**src/rtl/bp_io_uc_cce_pkg.sv**
```systemverilog
// Shared types for the uncached I/O engine: message layouts, type codes and FSM states.
package bp_io_uc_cce_pkg;

  localparam int paddr_width_p     = 40;
  localparam int dword_width_p     = 64;
  localparam int cce_block_width_p = 128;
  localparam int lce_id_width_p    = 4;
  localparam int cce_id_width_p    = 4;

  typedef enum logic [1:0] {
    e_lce_req_type_rd    = 2'b00,
    e_lce_req_type_wr    = 2'b01,
    e_lce_req_type_uc_rd = 2'b10,
    e_lce_req_type_uc_wr = 2'b11
  } bp_lce_cce_req_type_e;

  typedef enum logic [2:0] {
    e_mem_msg_size_1  = 3'd0,
    e_mem_msg_size_2  = 3'd1,
    e_mem_msg_size_4  = 3'd2,
    e_mem_msg_size_8  = 3'd3,
    e_mem_msg_size_16 = 3'd4,
    e_mem_msg_size_32 = 3'd5,
    e_mem_msg_size_64 = 3'd6
  } bp_mem_msg_size_e;

  typedef enum logic [3:0] {
    e_cce_mem_rd    = 4'd0,
    e_cce_mem_wr    = 4'd1,
    e_cce_mem_uc_rd = 4'd2,
    e_cce_mem_uc_wr = 4'd3
  } bp_cce_mem_cmd_type_e;

  typedef enum logic [3:0] {
    e_lce_cmd_sync       = 4'b0000,
    e_lce_cmd_uc_data    = 4'b1000,
    e_lce_cmd_uc_st_done = 4'b1001
  } bp_lce_cmd_type_e;

  typedef struct packed {
    bp_mem_msg_size_e            size;
    logic [paddr_width_p-1:0]    addr;
    logic [lce_id_width_p-1:0]   src_id;
    logic [cce_id_width_p-1:0]   dst_id;
    bp_lce_cce_req_type_e        msg_type;
  } bp_lce_cce_req_header_s;

  typedef struct packed {
    logic [dword_width_p-1:0] data;
    bp_lce_cce_req_header_s   header;
  } bp_lce_cce_req_s;

  typedef struct packed {
    logic [lce_id_width_p-1:0] lce_id;
  } bp_cce_mem_payload_s;

  typedef struct packed {
    logic [cce_block_width_p-1:0] data;
    bp_cce_mem_payload_s          payload;
    bp_mem_msg_size_e             size;
    logic [paddr_width_p-1:0]     addr;
    bp_cce_mem_cmd_type_e         msg_type;
  } bp_cce_mem_msg_s;

  typedef struct packed {
    logic [cce_block_width_p-1:0] data;
    bp_mem_msg_size_e             size;
    logic [paddr_width_p-1:0]     addr;
    logic [lce_id_width_p-1:0]    dst_id;
    bp_lce_cmd_type_e             msg_type;
  } bp_lce_cmd_s;

  localparam int lce_cce_req_width_lp = $bits(bp_lce_cce_req_s);
  localparam int cce_mem_msg_width_lp = $bits(bp_cce_mem_msg_s);
  localparam int lce_cmd_width_lp     = $bits(bp_lce_cmd_s);

  typedef enum logic [1:0] {
    E_READY        = 2'd0,
    E_SEND_CMD     = 2'd1,
    E_WAIT_RESP    = 2'd2,
    E_SEND_LCE_CMD = 2'd3
  } bp_io_uc_state_e;

  function automatic logic [cce_block_width_p-1:0] dword_to_block(input logic [dword_width_p-1:0] d);
    return {{(cce_block_width_p-dword_width_p){1'b0}}, d};
  endfunction

endpackage

```
**src/rtl/bp_io_uc_cce_timeout.sv**
```systemverilog
// Clearable up-counter that parks at max_val_p-1 and flags terminal count there.
module bp_io_uc_timeout #(
  parameter int max_val_p = 1024
) (
  input  logic clk_i,
  input  logic reset_n_i,
  input  logic clear_i,
  input  logic en_i,
  output logic tc_o
);

  localparam int cnt_width_lp = (max_val_p > 2) ? $clog2(max_val_p) : 1;

  logic [cnt_width_lp-1:0] cnt_r;

  assign tc_o = (cnt_r == cnt_width_lp'(max_val_p-1));

  // Count while enabled; hold at terminal so a deferred timeout still fires next cycle.
  always_ff @(posedge clk_i or negedge reset_n_i) begin
    if (!reset_n_i)          cnt_r <= '0;
    else if (clear_i)        cnt_r <= '0;
    else if (en_i && !tc_o)  cnt_r <= cnt_r + 1'b1;
  end

endmodule

```
**src/rtl/bp_io_uc_cce.sv**
```systemverilog
// Uncached I/O engine: one LCE request -> one I/O command -> one LCE completion.
//
// state          | meaning
// E_READY        | idle, accept an uncached LCE request
// E_SEND_CMD     | present the I/O memory command until accepted
// E_WAIT_RESP    | wait for the device response or the timeout
// E_SEND_LCE_CMD | present the LCE completion until accepted
module bp_io_uc_cce
  import bp_io_uc_cce_pkg::*;
#(
  parameter int timeout_cycles_p = 1024,
  parameter int stale_max_p      = 7
) (
  input  logic                            clk_i,
  input  logic                            reset_n_i,
  input  logic [cce_id_width_p-1:0]       cce_id_i,
  input  logic [lce_cce_req_width_lp-1:0] lce_req_i,
  input  logic                            lce_req_v_i,
  output logic                            lce_req_yumi_o,
  output logic [lce_cmd_width_lp-1:0]     lce_cmd_o,
  output logic                            lce_cmd_v_o,
  input  logic                            lce_cmd_ready_i,
  output logic [cce_mem_msg_width_lp-1:0] io_cmd_o,
  output logic                            io_cmd_v_o,
  input  logic                            io_cmd_ready_i,
  input  logic [cce_mem_msg_width_lp-1:0] io_resp_i,
  input  logic                            io_resp_v_i,
  output logic                            io_resp_yumi_o,
  output logic                            busy_o,
  output logic                            timeout_o
);

  localparam int stale_width_lp = $clog2(stale_max_p+1);
  localparam logic [stale_width_lp-1:0] stale_max_lp = stale_width_lp'(stale_max_p);

  bp_lce_cce_req_s lce_req;
  bp_cce_mem_msg_s io_resp, io_cmd;
  bp_lce_cmd_s     lce_cmd;

  assign lce_req = lce_req_i;
  assign io_resp = io_resp_i;

  bp_io_uc_state_e            state_r, state_n;
  bp_lce_cce_req_s            req_r;
  logic [dword_width_p-1:0]   resp_data_r;
  logic [stale_width_lp-1:0]  stale_r;
  logic                       timeout_r;

  logic req_yumi, resp_yumi, resp_capture, timeout_hit, stale_dec;
  logic to_clear, to_en, to_tc;

  bp_io_uc_timeout #(.max_val_p(timeout_cycles_p)) timer (
    .clk_i     (clk_i),
    .reset_n_i (reset_n_i),
    .clear_i   (to_clear),
    .en_i      (to_en),
    .tc_o      (to_tc)
  );

  // State register.
  always_ff @(posedge clk_i or negedge reset_n_i) begin
    if (!reset_n_i) state_r <= E_READY;
    else            state_r <= state_n;
  end

  // Next state and handshakes; a valid response always beats a coincident timeout.
  always_comb begin
    state_n      = state_r;
    req_yumi     = 1'b0;
    resp_yumi    = 1'b0;
    resp_capture = 1'b0;
    timeout_hit  = 1'b0;
    to_clear     = 1'b0;
    to_en        = 1'b0;
    io_cmd_v_o   = 1'b0;
    lce_cmd_v_o  = 1'b0;
    case (state_r)
      E_READY: begin
        req_yumi = lce_req_v_i && (stale_r != stale_max_lp);
        if (req_yumi) state_n = E_SEND_CMD;
      end
      E_SEND_CMD: begin
        io_cmd_v_o = 1'b1;
        if (io_cmd_ready_i) begin
          to_clear = 1'b1;
          state_n  = E_WAIT_RESP;
        end
      end
      E_WAIT_RESP: begin
        to_en = 1'b1;
        if (io_resp_v_i) begin
          resp_yumi = 1'b1;
          if (stale_r == '0) begin
            resp_capture = 1'b1;
            state_n      = E_SEND_LCE_CMD;
          end
        end else if (to_tc) begin
          timeout_hit = 1'b1;
          state_n     = E_SEND_LCE_CMD;
        end
      end
      E_SEND_LCE_CMD: begin
        lce_cmd_v_o = 1'b1;
        if (lce_cmd_ready_i) state_n = E_READY;
      end
      default: state_n = E_READY;
    endcase
    if (state_r != E_WAIT_RESP) resp_yumi = io_resp_v_i && (stale_r != '0);
  end

  assign stale_dec      = resp_yumi && (stale_r != '0);
  assign lce_req_yumi_o = reset_n_i & req_yumi;
  assign io_resp_yumi_o = reset_n_i & resp_yumi;
  assign busy_o         = (state_r != E_READY);
  assign timeout_o      = timeout_r;

  // Request capture, response capture, sticky timeout and stale-response bookkeeping.
  always_ff @(posedge clk_i or negedge reset_n_i) begin
    if (!reset_n_i) begin
      req_r       <= '0;
      resp_data_r <= '0;
      stale_r     <= '0;
      timeout_r   <= 1'b0;
    end else begin
      if (req_yumi)     req_r <= lce_req;
      if (resp_capture) resp_data_r <= io_resp.data[dword_width_p-1:0];
      if (timeout_hit) begin
        resp_data_r <= '1;
        timeout_r   <= 1'b1;
        if (stale_r != stale_max_lp) stale_r <= stale_r + 1'b1;
      end else if (stale_dec) begin
        stale_r <= stale_r - 1'b1;
      end
    end
  end

  // I/O command; zero while not valid.
  always_comb begin
    io_cmd = '0;
    if (io_cmd_v_o) begin
      io_cmd.msg_type       = (req_r.header.msg_type == e_lce_req_type_uc_wr) ? e_cce_mem_uc_wr : e_cce_mem_uc_rd;
      io_cmd.addr           = req_r.header.addr;
      io_cmd.size           = req_r.header.size;
      io_cmd.payload.lce_id = req_r.header.src_id;
      io_cmd.data           = dword_to_block(req_r.data);
    end
  end

  // LCE completion; zero while not valid.
  always_comb begin
    lce_cmd = '0;
    if (lce_cmd_v_o) begin
      lce_cmd.msg_type = (req_r.header.msg_type == e_lce_req_type_uc_wr) ? e_lce_cmd_uc_st_done : e_lce_cmd_uc_data;
      lce_cmd.dst_id   = req_r.header.src_id;
      lce_cmd.addr     = req_r.header.addr;
      lce_cmd.size     = req_r.header.size;
      lce_cmd.data     = dword_to_block(resp_data_r);
    end
  end

  assign io_cmd_o  = io_cmd;
  assign lce_cmd_o = lce_cmd;

  logic unused_resp;
  assign unused_resp = ^{io_resp.data[cce_block_width_p-1:dword_width_p], io_resp.payload,
                         io_resp.size, io_resp.addr, io_resp.msg_type};

  // A request routed to a different CCE is an integration error upstream.
  always @(posedge clk_i) begin
    if (reset_n_i && req_yumi) assert (lce_req.header.dst_id == cce_id_i);
  end

endmodule

```
**config.mk**
```make
export PLATFORM = sky130hd
export DESIGN_NAME = bp_io_uc_cce
export DESIGN_NICKNAME = d
export VERILOG_FILES = /design/src/rtl/bp_io_uc_cce_pkg.sv /design/src/rtl/bp_io_uc_cce_timeout.sv /design/src/rtl/bp_io_uc_cce.sv
export SDC_FILE = /design/constraint.sdc
export NUM_CORES = 1
export LEC_CHECK = 0
export CORE_AREA = 2 2 258 260
export DETAILED_ROUTE_END_ITERATION = 12
export DIE_AREA = 0 0 260 262
export GPL_ROUTABILITY_DRIVEN = 0
export PLACE_DENSITY = 0.47
export SYNTH_ARGS = -nofsm -noshare
export SYNTH_HDL_FRONTEND = slang
export SYNTH_HIERARCHICAL = 1
export SYNTH_SLANG_ARGS = --single-unit
export TNS_END_PERCENT = 5
```
**constraint.sdc**
```tcl
create_clock -name clk_i -period 6.4 [get_ports clk_i]
set_clock_uncertainty 0.15 [all_clocks]
set_input_delay 0.64 -clock clk_i [delete_from_list [all_inputs] [get_ports clk_i]]
set_output_delay 0.64 -clock clk_i [all_outputs]
set_load 0.01 [all_outputs]
```
==> summary.md <==
| Metric | Value |
|---|---|
| Wire length of the first global-routing pass | 47100 µm |
| Placed Cells | 2236 |
| Top FF cell, synth | dfrtp_1 |
| Via count | 7755 |
| Dpl cell area | 15100 µm² |
| Worst setup EP type | output pin |
| Worst-path maximum fanout | 59 |
| Htree depth | 4 |
| Area delta synth->final | 47.3% |
| Most common cell after layout, fill and taps aside | clkdlybuf4s50_1 |
| Setup crit start kind | flip-flop |
| Crit-path slowest cell | buf_4 |
| Minimum clock period | 3820 ps |
| WP data required | 5610 ps |
| Die Wd | 260 µm |
| Total negative slack | 0 ps |
| Fraction of layout cells with a size suffix above 1 | 0.119 |
| DR DRC count | 0 |
| Cts hold-fix bufs | 1 |
| Fin cells | 2270 |
| R2R setup slack | 3080 ps |
| I/O Pins | 670 |
| Commonest non-fill, non-tap cells in the layout | clkdlybuf4s50_1, and2_1, dfrtp_1 |
| Crit path kind | reg -> out |
| Clock insertion delay at the later pin of the skew report | 480 ps |
| Unrepaired setup endpoints after global routing | no |
| Critical Path, Cell by Cell | ha_4 > buf_4 > and2_1 > clkdlybuf4s50_1 |
| Slew Viols, Final | 0 |
| Arrival @ worst endpoint | 3030 ps |
| PnR worst setup slack | 2580 ps |
| Outcome | finished, final reports clean |
| Reg clk slew, reported paths | 70 ps |
| Hold depth | 1 |
| Worst Tran Pin Value | 1030 ps |
| Tot GR Track Use | 0.0916 |
| Via-to-Cell Ratio | 3.42 |
| Final period util | 0.597 |
| Synthesized cell area | 10600 µm² |
| Port Buf Inserts | 414 |
| Core area | 65300 µm² |
| Max Cap Viol | 0 |
| Sequential area share after synthesis | 0.454 |
| Dpl hpwl | 22500 µm |
| Vias in the first global route | 7914 |
| Min-Delay Path Class | reg -> reg |
| Number of buffers created by CTS | 17 |
| Flops & latches, synth | 193 |
| Die area | 68100 µm² |
| Clock tree buffer depth | 2 |
| Leak | 0.00672 µW |
| VDD IR max | 190 µV |
| F_max | 262 MHz |
| DRT Pass-1 Iters | 4 |
| Post-synth EDFFs | 0 |
| Initial antenna violation count | 3 |
| Global route overflow | 0 |
| Fraction of registers with async set/reset | 1.00 |
| Avg Inst Size Synth | 10.5 µm² |
| Critical path's largest stage delay | 610 ps |
| Clk root buf | clkbuf_16 |
| Util after Layout | 0.240 |
| Worst slack, placed | 2720 ps |
| Die Y | 262 µm |
| Post_cts resized | 0 |
| Final #Nets | 1705 |
| Synth Warn # | 6 |
| Final setup fails | 0 |
| R2R depth | 10 |
| DR WL/cell | 14.1 µm |
| PD cells | 412 nW/µm² |
| Synth unique cells | 56 |
| First-iteration detailed-routing DRC count | 282 |
| Relative slew slack | 0.315 |
| TritonCTS clock tree | built |
| Fin. Hold Viols | 0 |
| Largest net degree at the start of global routing | 117 |
| Initial Util | 0.163 |
| Remaining antenna violation count | 0 |
| Final instance area | 15700 µm² |
| Cells after Synth | 1014 |
| Rows | 94 |
| Post-CTS setup buffer count | 0 |
| Routed WL | 31900 µm |
| Clk sinks | 193 |
-- metal layers --
| metal | GRT usage | part of all wire |
|---|---|---|
| met5 | 0 | 0.00041 |
| met4 | 0.0329 | 0.017 |
| met3 | 0.0455 | 0.10 |
| met2 | 0.151 | 0.49 |
| met1 | 0.102 | 0.39 |
-- stage by stage --
stage / hold slack, ps / power, µW
3_3_place_gp: 304 / 5360
2_1_floorplan: 194 / 3910
4_1_cts: 331 / 6610
5_1_grt: 357 / 6940
6_report: 326 / 6450
3_5_place_dp: 312 / 5390
-- path summary, 6_finish.rpt --
kind	start	endpoint
max	state_r[0]$_DFFE_PN0P_	lce_cmd_o[5]
min	timeout_o$_DFFE_PN0P_	timeout_o$_DFFE_PN0P_
max reg2reg	state_r[0]$_DFFE_PN0P_	stale_r[1]$_DFFE_PN0P_
min reg2reg	timeout_o$_DFFE_PN0P_	timeout_o$_DFFE_PN0P_
max in group asynchronous	reset_n_i	resp_data_r[23]$_DFFE_PN0P_
min in group asynchronous	reset_n_i	req_r[47]$_DFFE_PN0P_
-- cells by family (layout without fill, tap and decap cells) --
group	Yosys count	after routing	share of synthesized area
AOI/OAI and AO/OA	89	89	0.0474
other	1	133	0.000353
DFF	193	193	0.454
buffers and inverters	203	463	0.136
xor gates and xnor gates	7	7	0.00576
adders and majority gates	7	7	0.00894
and+or+nand+nor	398	398	0.204
muxes	116	116	0.144
-- area by class of cell --
cell class	instances	area (µm²)
fill	6989	49600
multi-input combinational	749	4890
sequential	193	4830
timing repair buffer	423	4230
tap	864	1080
clock buffer	19	433
clock inverter	13	163
inverter	8	30.0
antenna	1	2.50
-- cells in the mapped netlist (all sizes together), types with 2 or more instances --
cell	number	share of area
and2	224	0.13
dfrtp	193	0.45
buf	159	0.12
mux2	115	0.14
nor2	76	0.027
nand2	73	0.026
o21ai	70	0.033
clkbuf	36	0.013
inv	8	0.0028
a21oi	6	0.0028
ha	6	0.0071
nand4	5	0.0049
nand3	4	0.0028
xor2	4	0.0033
xnor2	3	0.0025
a211oi	2	0.0019
and3	2	0.0012
and4	2	0.0018
nor3	2	0.00094
o31ai	2	0.0027
or2	2	0.0012
or4	2	0.0014
-- worst max-delay path: cells and delay by family, from the launching register on --
kind,cells,cell delay [ps]
fa+ha+maj,1,550
buf+inv,2,1180
flops,1,480
simple gates,1,300
-- sequential cells by signal, summed over array words and instances, names as in the netlist --
| register | count |
|---|---|
| resp_data_r | 64 |
| state_r | 2 |
| stale_r | 3 |
| req_r | 113 |
| timeout_o | 1 |
| timer/cnt_r | 10 |
-- report_power, final --
group          switching, µW  internal [µW]  leakage [µW]  total (µW)
sequential               355           1800       0.00235        2150
clock                    549            591      0.000282        1140
combinational           1320           1830       0.00409        3160
total                   2230           4220       0.00672        6450
(Power assumes the default switching activity.)
